[src/rtl/cobs_stream_decoder.sv]
// cobs_stream_decoder: strips COBS framing from raw received bytes into a first-word fall-through FIFO whose entries carry a start-of-frame tag.
module cobs_stream_decoder #(
    parameter int FIFO_DEPTH = 16,
    parameter int FIFO_AW    = 4
) (
    input  logic               clk,
    input  logic               rst,
    input  logic               in_valid,
    input  logic [7:0]         in_data,
    input  logic               out_busy,
    output logic               out_valid,
    output logic [7:0]         out_data,
    output logic               out_sof,
    output logic               frame_done,
    output logic               frame_err,
    output logic [FIFO_AW:0]   fifo_level
);
    typedef enum logic [1:0] {HUNT, IDLE, DATA, CODE} state_t;
    localparam logic [FIFO_AW:0] LP_FULL = FIFO_DEPTH[FIFO_AW:0];

    state_t             r_state, w_state;
    logic [7:0]         r_remaining, w_remaining;
    logic               r_block_max, w_block_max;
    logic               r_pending_zero, w_pending_zero;
    logic               r_first, w_first;
    logic               r_done, w_done;
    logic               r_err, w_err;
    logic [8:0]         r_mem [FIFO_DEPTH];
    logic [FIFO_AW-1:0] r_wptr, r_rptr;
    logic [FIFO_AW:0]   r_level;
    logic               w_zero, w_pop, w_room, w_push_req, w_push, w_load;
    logic [8:0]         w_push_entry;

    always_ff @(posedge clk) begin
        if (!rst) begin
            r_state        <= HUNT;
            r_remaining    <= '0;
            r_block_max    <= 1'b0;
            r_pending_zero <= 1'b0;
            r_first        <= 1'b1;
            r_done         <= 1'b0;
            r_err          <= 1'b0;
            r_wptr         <= '0;
            r_rptr         <= '0;
            r_level        <= '0;
        end else begin
            r_state        <= w_state;
            r_remaining    <= w_remaining;
            r_block_max    <= w_block_max;
            r_pending_zero <= w_pending_zero;
            r_first        <= w_first;
            r_done         <= w_done;
            r_err          <= w_err;
            r_wptr         <= r_wptr + {{(FIFO_AW-1){1'b0}}, w_push};
            r_rptr         <= r_rptr + {{(FIFO_AW-1){1'b0}}, w_pop};
            r_level        <= r_level + {{FIFO_AW{1'b0}}, w_push} - {{FIFO_AW{1'b0}}, w_pop};
        end
    end

    always_ff @(posedge clk) begin
        if (w_push)
            r_mem[r_wptr] <= w_push_entry;
    end

    // A full FIFO still accepts a byte when the head leaves in the same cycle
    always_comb begin
        w_zero         = in_data == 8'h00;
        w_pop          = (r_level != '0) && !out_busy;
        w_room         = (r_level != LP_FULL) || w_pop;
        w_state        = r_state;
        w_remaining    = r_remaining;
        w_block_max    = r_block_max;
        w_pending_zero = r_pending_zero;
        w_first        = r_first;
        w_done         = 1'b0;
        w_err          = 1'b0;
        w_load         = 1'b0;
        w_push_req     = 1'b0;
        w_push_entry   = {r_first, in_data};
        if (in_valid) begin
            case (r_state)
                HUNT: if (w_zero) begin
                    w_state = IDLE;
                    w_first = 1'b1;
                end
                IDLE: w_load = !w_zero;
                DATA: if (w_zero) begin
                    w_err   = 1'b1;
                    w_state = IDLE;
                    w_first = 1'b1;
                end else begin
                    w_push_req = 1'b1;
                    if (w_room) begin
                        w_first     = 1'b0;
                        w_remaining = r_remaining - 8'd1;
                        if (r_remaining == 8'd1) begin
                            w_state        = CODE;
                            w_pending_zero = !r_block_max;
                        end
                    end else begin
                        w_err          = 1'b1;
                        w_state        = HUNT;
                        w_pending_zero = 1'b0;
                    end
                end
                CODE: if (w_zero) begin
                    w_done  = 1'b1;
                    w_state = IDLE;
                    w_first = 1'b1;
                end else begin
                    w_push_req   = r_pending_zero;
                    w_push_entry = {r_first, 8'h00};
                    if (r_pending_zero && !w_room) begin
                        w_err          = 1'b1;
                        w_state        = HUNT;
                        w_pending_zero = 1'b0;
                    end else begin
                        w_load  = 1'b1;
                        w_first = r_pending_zero ? 1'b0 : r_first;
                    end
                end
                default: w_state = HUNT;
            endcase
        end
        // A code of 1 carries no data, so its block is already complete on load
        if (w_load) begin
            w_remaining    = in_data - 8'd1;
            w_block_max    = in_data == 8'hFF;
            w_pending_zero = in_data == 8'h01;
            w_state        = (in_data == 8'h01) ? CODE : DATA;
        end
        w_push = w_push_req && w_room;
    end

    always_comb begin
        out_valid           = r_level != '0;
        {out_sof, out_data} = out_valid ? r_mem[r_rptr] : 9'd0;
        frame_done          = r_done;
        frame_err           = r_err;
        fifo_level          = r_level;
    end
endmodule

[config.mk]
export PLATFORM = sky130hd
export DESIGN_NAME = cobs_stream_decoder
export DESIGN_NICKNAME = d
export VERILOG_FILES = /design/src/rtl/cobs_stream_decoder.sv
export SDC_FILE = /design/constraint.sdc
export NUM_CORES = 1
export LEC_CHECK = 0
export BUFFER_PORTS_ARGS = -buffer_cell sky130_fd_sc_hd__buf_4
export CAP_MARGIN = 30
export CORE_MARGIN = 5
export CORE_UTILIZATION = 65
export DETAILED_ROUTE_END_ITERATION = 8
export PLACE_DENSITY_LB_ADDON = 0.25
export SETUP_SLACK_MARGIN = 0.05
export SLEW_MARGIN = 20
export SYNTH_ARGS = -nofsm -noshare
export SYNTH_HDL_FRONTEND = slang
export SYNTH_SLANG_ARGS = --single-unit
[constraint.sdc]
create_clock -name clk -period 7.85 [get_ports clk]
set_clock_uncertainty 0.05 [all_clocks]
set_input_delay 0.3925 -clock clk [delete_from_list [all_inputs] [get_ports clk]]
set_output_delay 0.3925 -clock clk [all_outputs]
set_load 0.02 [all_outputs]
# ---- After elaboration in Yosys (flattened, before gate mapping)
# Memories as Yosys holds them, arrays and structs flattened. A register that Yosys moved wholly into a read port is not among the register bits.
# Index checks and enable logic that the tools add are counted.
dict set report op_classes {
  n_addsub 6
  n_eq_ne 19
  mux 51
  n_reduce_logical 23
}
# cell count
set ops {}
lappend ops {{$mux 8} 8}
lappend ops {{$mux 1} 27}
lappend ops {{$ne 3x3->1 const B} 7}
lappend ops {{$eq 8x1->1 const B} 2}
lappend ops {{$mux 2} 8}
lappend ops {{$sub 8x1->8 const B} 2}
lappend ops {{$reduce_and 6->1} 2}
lappend ops {{$ne 5x5->1 const B} 2}
lappend ops {{$mux 9} 1}
lappend ops {{$add 4x1->4} 2}
lappend ops {{$eq 8x8->1 const B} 1}
lappend ops {{$logic_not 8->1} 1}
lappend ops {{$ne 4x4->1 const B} 2}
lappend ops {{$pmux 1 s2} 4}
lappend ops {{$pmux 2 s3} 1}
lappend ops {{$reduce_bool 2->1} 3}
lappend ops {{$reduce_bool 3->1} 2}
lappend ops {{$add 5x1->5} 1}
lappend ops {{$reduce_and 5->1} 1}
lappend ops {{$reduce_bool 5->1} 1}
lappend ops {{$sub 5x1->5} 1}
lappend ops {{$eq 2x2->1 const B} 2}
lappend ops {{$logic_not 1->1} 4}
lappend ops {{$mux 4} 1}
lappend ops {{11 further kinds} 13}
dict set report totals {
  reg_bits 28
  ram_bits 144
  inputBits 12
  output_inout_bits 17
  memories 1
}
# name words word_bits rd rd_clocked_by_memory_dff write_ports line
set memory_table {}
lappend memory_table {r_mem 16 9 1 1 1 28} ;# logic [8:0] r_mem [FIFO_DEPTH];

# ---- Logic depth before layout (Yosys ltp)
dict set report logic_depth {
  ltp_word 11
  depth_mapped 14
}

# ---- Least setup slack after synthesis
# Ideal clock, no wire load.
dict set report synth_timing {
  path_type {flip-flop to flip-flop}
  from {reg r_level[3], in the netlist fifo_level[3]}
  to {reg r_level[4], in the netlist fifo_level[4]}
  setup_time_ps 116
  t_arrival_ps 3159
  slack_ps 4526
  path_stages_with_launch 15
  period_less_slack_ps 3324
  cell_sequence {dfxtp_1 -> inv_1 -> ha_1 -> or3b_2 -> nor2_1 -> clkbuf_1 -> nor2_1 -> ha_1 -> inv_1 -> ha_1 -> fa_1 -> a21oi_1 -> nor2_1 -> or3_1 -> and3_1}
}
dict set report synth_via {
  elab_chain_cells 6
}
# element line
set synth_lines {}
lappend synth_lines {{from (decl)} 30} ;# logic [FIFO_AW:0] r_level;
lappend synth_lines {{from (signal assigned)} 56} ;# r_level <= r_level + {{FIFO_AW{1'b0}}, w_push} - {{FIFO_AW{1'b0}}, w_pop};
lappend synth_lines {{$reduce_bool 5->1} 68} ;# w_pop = (r_level != '0) && !out_busy;
lappend synth_lines {{$logic_and 1x1->1} 68}
lappend synth_lines {{$logic_or 1x1->1} 69} ;# w_room = (r_level != LP_FULL) || w_pop;
lappend synth_lines {{$logic_and 1x1->1} 132} ;# w_push = w_push_req && w_room;
lappend synth_lines {{$add 5x1->5} 56}
lappend synth_lines {{$sub 5x1->5 (*)} 56}
# Every way passes the cells marked *; elsewhere a longest branch is shown, timed or not.
# A chain may end at the register's enable or synchronous reset.

# ---- Final worst setup path
# Same ends and word-level chain as after synthesis.

==> reports/results.txt <==
Post-CTS setup buffer count -> 0
Syn nets -> 479
Synth top cells by count -> edfxtp_1 (144), mux4_2 (45), nor2_1 (34), dfxtp_1 (28), and2_1 (19)
I/O Buffers -> 28
Number of global-route vias before repair -> 4,103
Synth top area cells -> edfxtp_1 (59%), mux4_2 (14%), dfxtp_1 (7.6%)
Kind of critical path -> flop to flop
Post-CTS sizing -> 0
Final wirelength -> 15,610 µm
Vias per cell -> 6.446
FMAX -> 0.2646 GHz
Worst vdd ir -> 0.2129 mV
Vias -> 4,145
Worst-Skew Late Latency -> 420 ps
Mean Syn Cell Area -> 16.39 µm²
Mapped cell area -> 7391 µm²
Post-synth EDFFs -> 144
CTS tree -> done
Row count -> 39
Share of the synthesized area in the top cell type -> 0.5851
Layout cells sized above 1 -> 0.2420
Count leader, synth -> edfxtp_1
Tmin final -> 3780 ps
Sequential standard cell area -> 4886 µm²
#FFs+latches synth -> 172
Startpoint types -> flop
Outcome -> complete, no violations
Final TNS setup -> 0 ps
Worst hold slack -> 237.7 ps
Final HPWL DP -> 9540 µm
Cts bufs inserted -> 17
Tot Pwr -> 2.389 mW
First-pass GRT wire length -> 24,210 µm
Die W -> 116.6 µm
GPL Wtd Cong -> 0.8672
Synth warn -> 0
Fin. Hold Viols -> 0
Multi-input logic area -> 2360 µm²
Starting DRT DRC Count -> 474
# H-tree levels -> 4
Dpl cell area -> 7726 µm²
P&R area growth vs syn -> 12.71%
N_diodes -> 0
Min-delay worst type -> input pin to flop
Post-synthesis cell count -> 451
CP max-delay cell -> nor2_1
Drt pass-1 iters -> 6
Register area share after synthesis -> 0.6609
Pwr/cell area -> 286.8 nW/µm²
Initial Util -> 0.6557
Core ar. -> 11,270 µm²
Pleak -> 2.744 nW
Grt ovf -> 0
Nets -> 515
Ys flop type -> edfxtp_1
Placed instance count -> 607
CP required -> 8110 ps
Critical-path maximum fanout -> 11
Final setup vio count -> 0
Critical-path cell list -> inv_1, ha_1, or3b_2, nor2_1, nor2_1, ha_1, inv_1, ha_1, fa_1, a21oi_1, nor2_1, or3_1, and3_1
Setup slack after layout -> 4070 ps
Die area -> 13,600 µm²
Slew Viols, Final -> 0
Fin util -> 0.7390
Finished Layout Cells -> 643
Clock sink total -> 172
Setup crit start -> fifo_level[3]$_SDFF_PN0_
Clock root buffer master -> clkbuf_16
Wire per inst -> 24.27 µm
RSZ-0062 raised after global routing -> false
Async SR Flop Fraction -> 0
IO Pins -> 29
Max Root-Sink Buffers -> 2
Initial antenna violation count -> 0
Max incr delay on CP -> 670 ps
Final ANT Viol Nets -> 0
RR Startpoint -> fifo_level[3]$_SDFF_PN0_
# DRC -> 0
Global-route usage over all layers -> 0.2510
Largest net degree at the start of global routing -> 39
Pre-CTS setup slack -> 4086 ps
Slew HR -> 0.3930
CP Data Arrival Time -> 4040 ps
Synth area leader -> edfxtp_1
Die span in y -> 116.6 µm
CTS Hold Bufs -> 0
# fillers -> 641
Worst-margin pin slew -> 907.1 ps
Max Cap Viol -> 0
Reg clk slew, reported paths -> 60 ps
Final Cycle Share -> 0.4815
Min-delay src -> in_data[0]
CP Capture Type -> flop
Finished Cell Area -> 8330 µm²
Post-synth cell types -> 52
[logic make-up after synthesis]
logic type,Yosys count,share of synthesized area
buf+inv,34,0.02015
compound gates,43,0.03995
fa+ha+maj,16,0.02810
flops,172,0.6609
xor+xnor,16,0.01896
mux,49,0.1425
simple gates,121,0.08939
[state kept, by name, summed over array words and instances (netlist names)]
| register | cells |
|---|---|
| frame_done | 1 |
| r_block_max | 1 |
| frame_err | 1 |
| r_state | 2 |
| r_pending_zero | 1 |
| r_remaining | 8 |
| fifo_level | 5 |
| r_mem | 144 |
| r_rptr | 4 |
| r_wptr | 4 |
| r_first | 1 |
[final timing paths]
check,slack (ps),to,cells after the start
setup reg to reg,4070,fifo_level[4]$_SDFF_PN0_,13
hold / removal,240,r_remaining[0]$_SDFFE_PN0P_,3
setup / recovery,4070,fifo_level[4]$_SDFF_PN0_,13
hold reg to reg,450,r_remaining[6]$_SDFFE_PN0P_,1
[layout by cell type (no fill, tap or decap), drive strengths merged, types with 3 or more instances in the layout]
cell | Yosys | routed
a21boi | 3 | 3
a21oi | 8 | 8
and2 | 19 | 19
buf | 9 | 38
clkbuf | 12 | 22
clkinv | 0 | 3
clkinvlp | 0 | 4
dfxtp | 28 | 28
edfxtp | 144 | 144
ha | 15 | 15
inv | 13 | 14
mux2i | 4 | 4
mux4 | 45 | 45
nand2 | 13 | 13
nand2b | 4 | 4
nand3 | 9 | 9
nand4 | 5 | 5
nor2 | 35 | 35
nor2b | 12 | 12
nor3 | 9 | 9
nor4 | 3 | 3
o21a | 3 | 3
o21ai | 11 | 11
o22ai | 3 | 3
or3b | 3 | 3
xnor2 | 7 | 7
xor2 | 9 | 9
[power breakdown]
part	total, mW	internal (mW)	switching, mW
registers	1.02	1.00	0.0168
logic	0.559	0.261	0.297
clock network	0.810	0.477	0.333
[per-layer routing]
| layer | routed length [µm] | track usage | part of all wire | up-vias |
|---|---|---|---|---|
| met1 | 5965 | 0.3320 | 0.38 | 2059 |
| met5 | 0 | 0 | 0 | - |
| met4 | 354 | 0.08104 | 0.023 | 0 |
| met3 | 1222 | 0.06010 | 0.078 | 29 |
| li1 | - | - | - | 1834 |
| met2 | 8063 | 0.4176 | 0.52 | 223 |
[worst max-delay path, delay by kind of cell (launching register included)]
family / cells / cell delay (ps)
adders and majority gates: 4 / 1100
buffers and inverters: 2 / 130
and+or+nand+nor: 6 / 1910
AOI/OAI and AO/OA: 1 / 160
DFF: 1 / 330
[cell type report]
class	instances	area share
inverters	13	0.005858
flip-flops and latches	172	0.5865
clock buffers	22	0.05452
repair buffers	38	0.03424
clock inverters	10	0.01412
well taps	143	0.02148
multi-input cells	245	0.2833
Power figures use the tool's default switching activity.
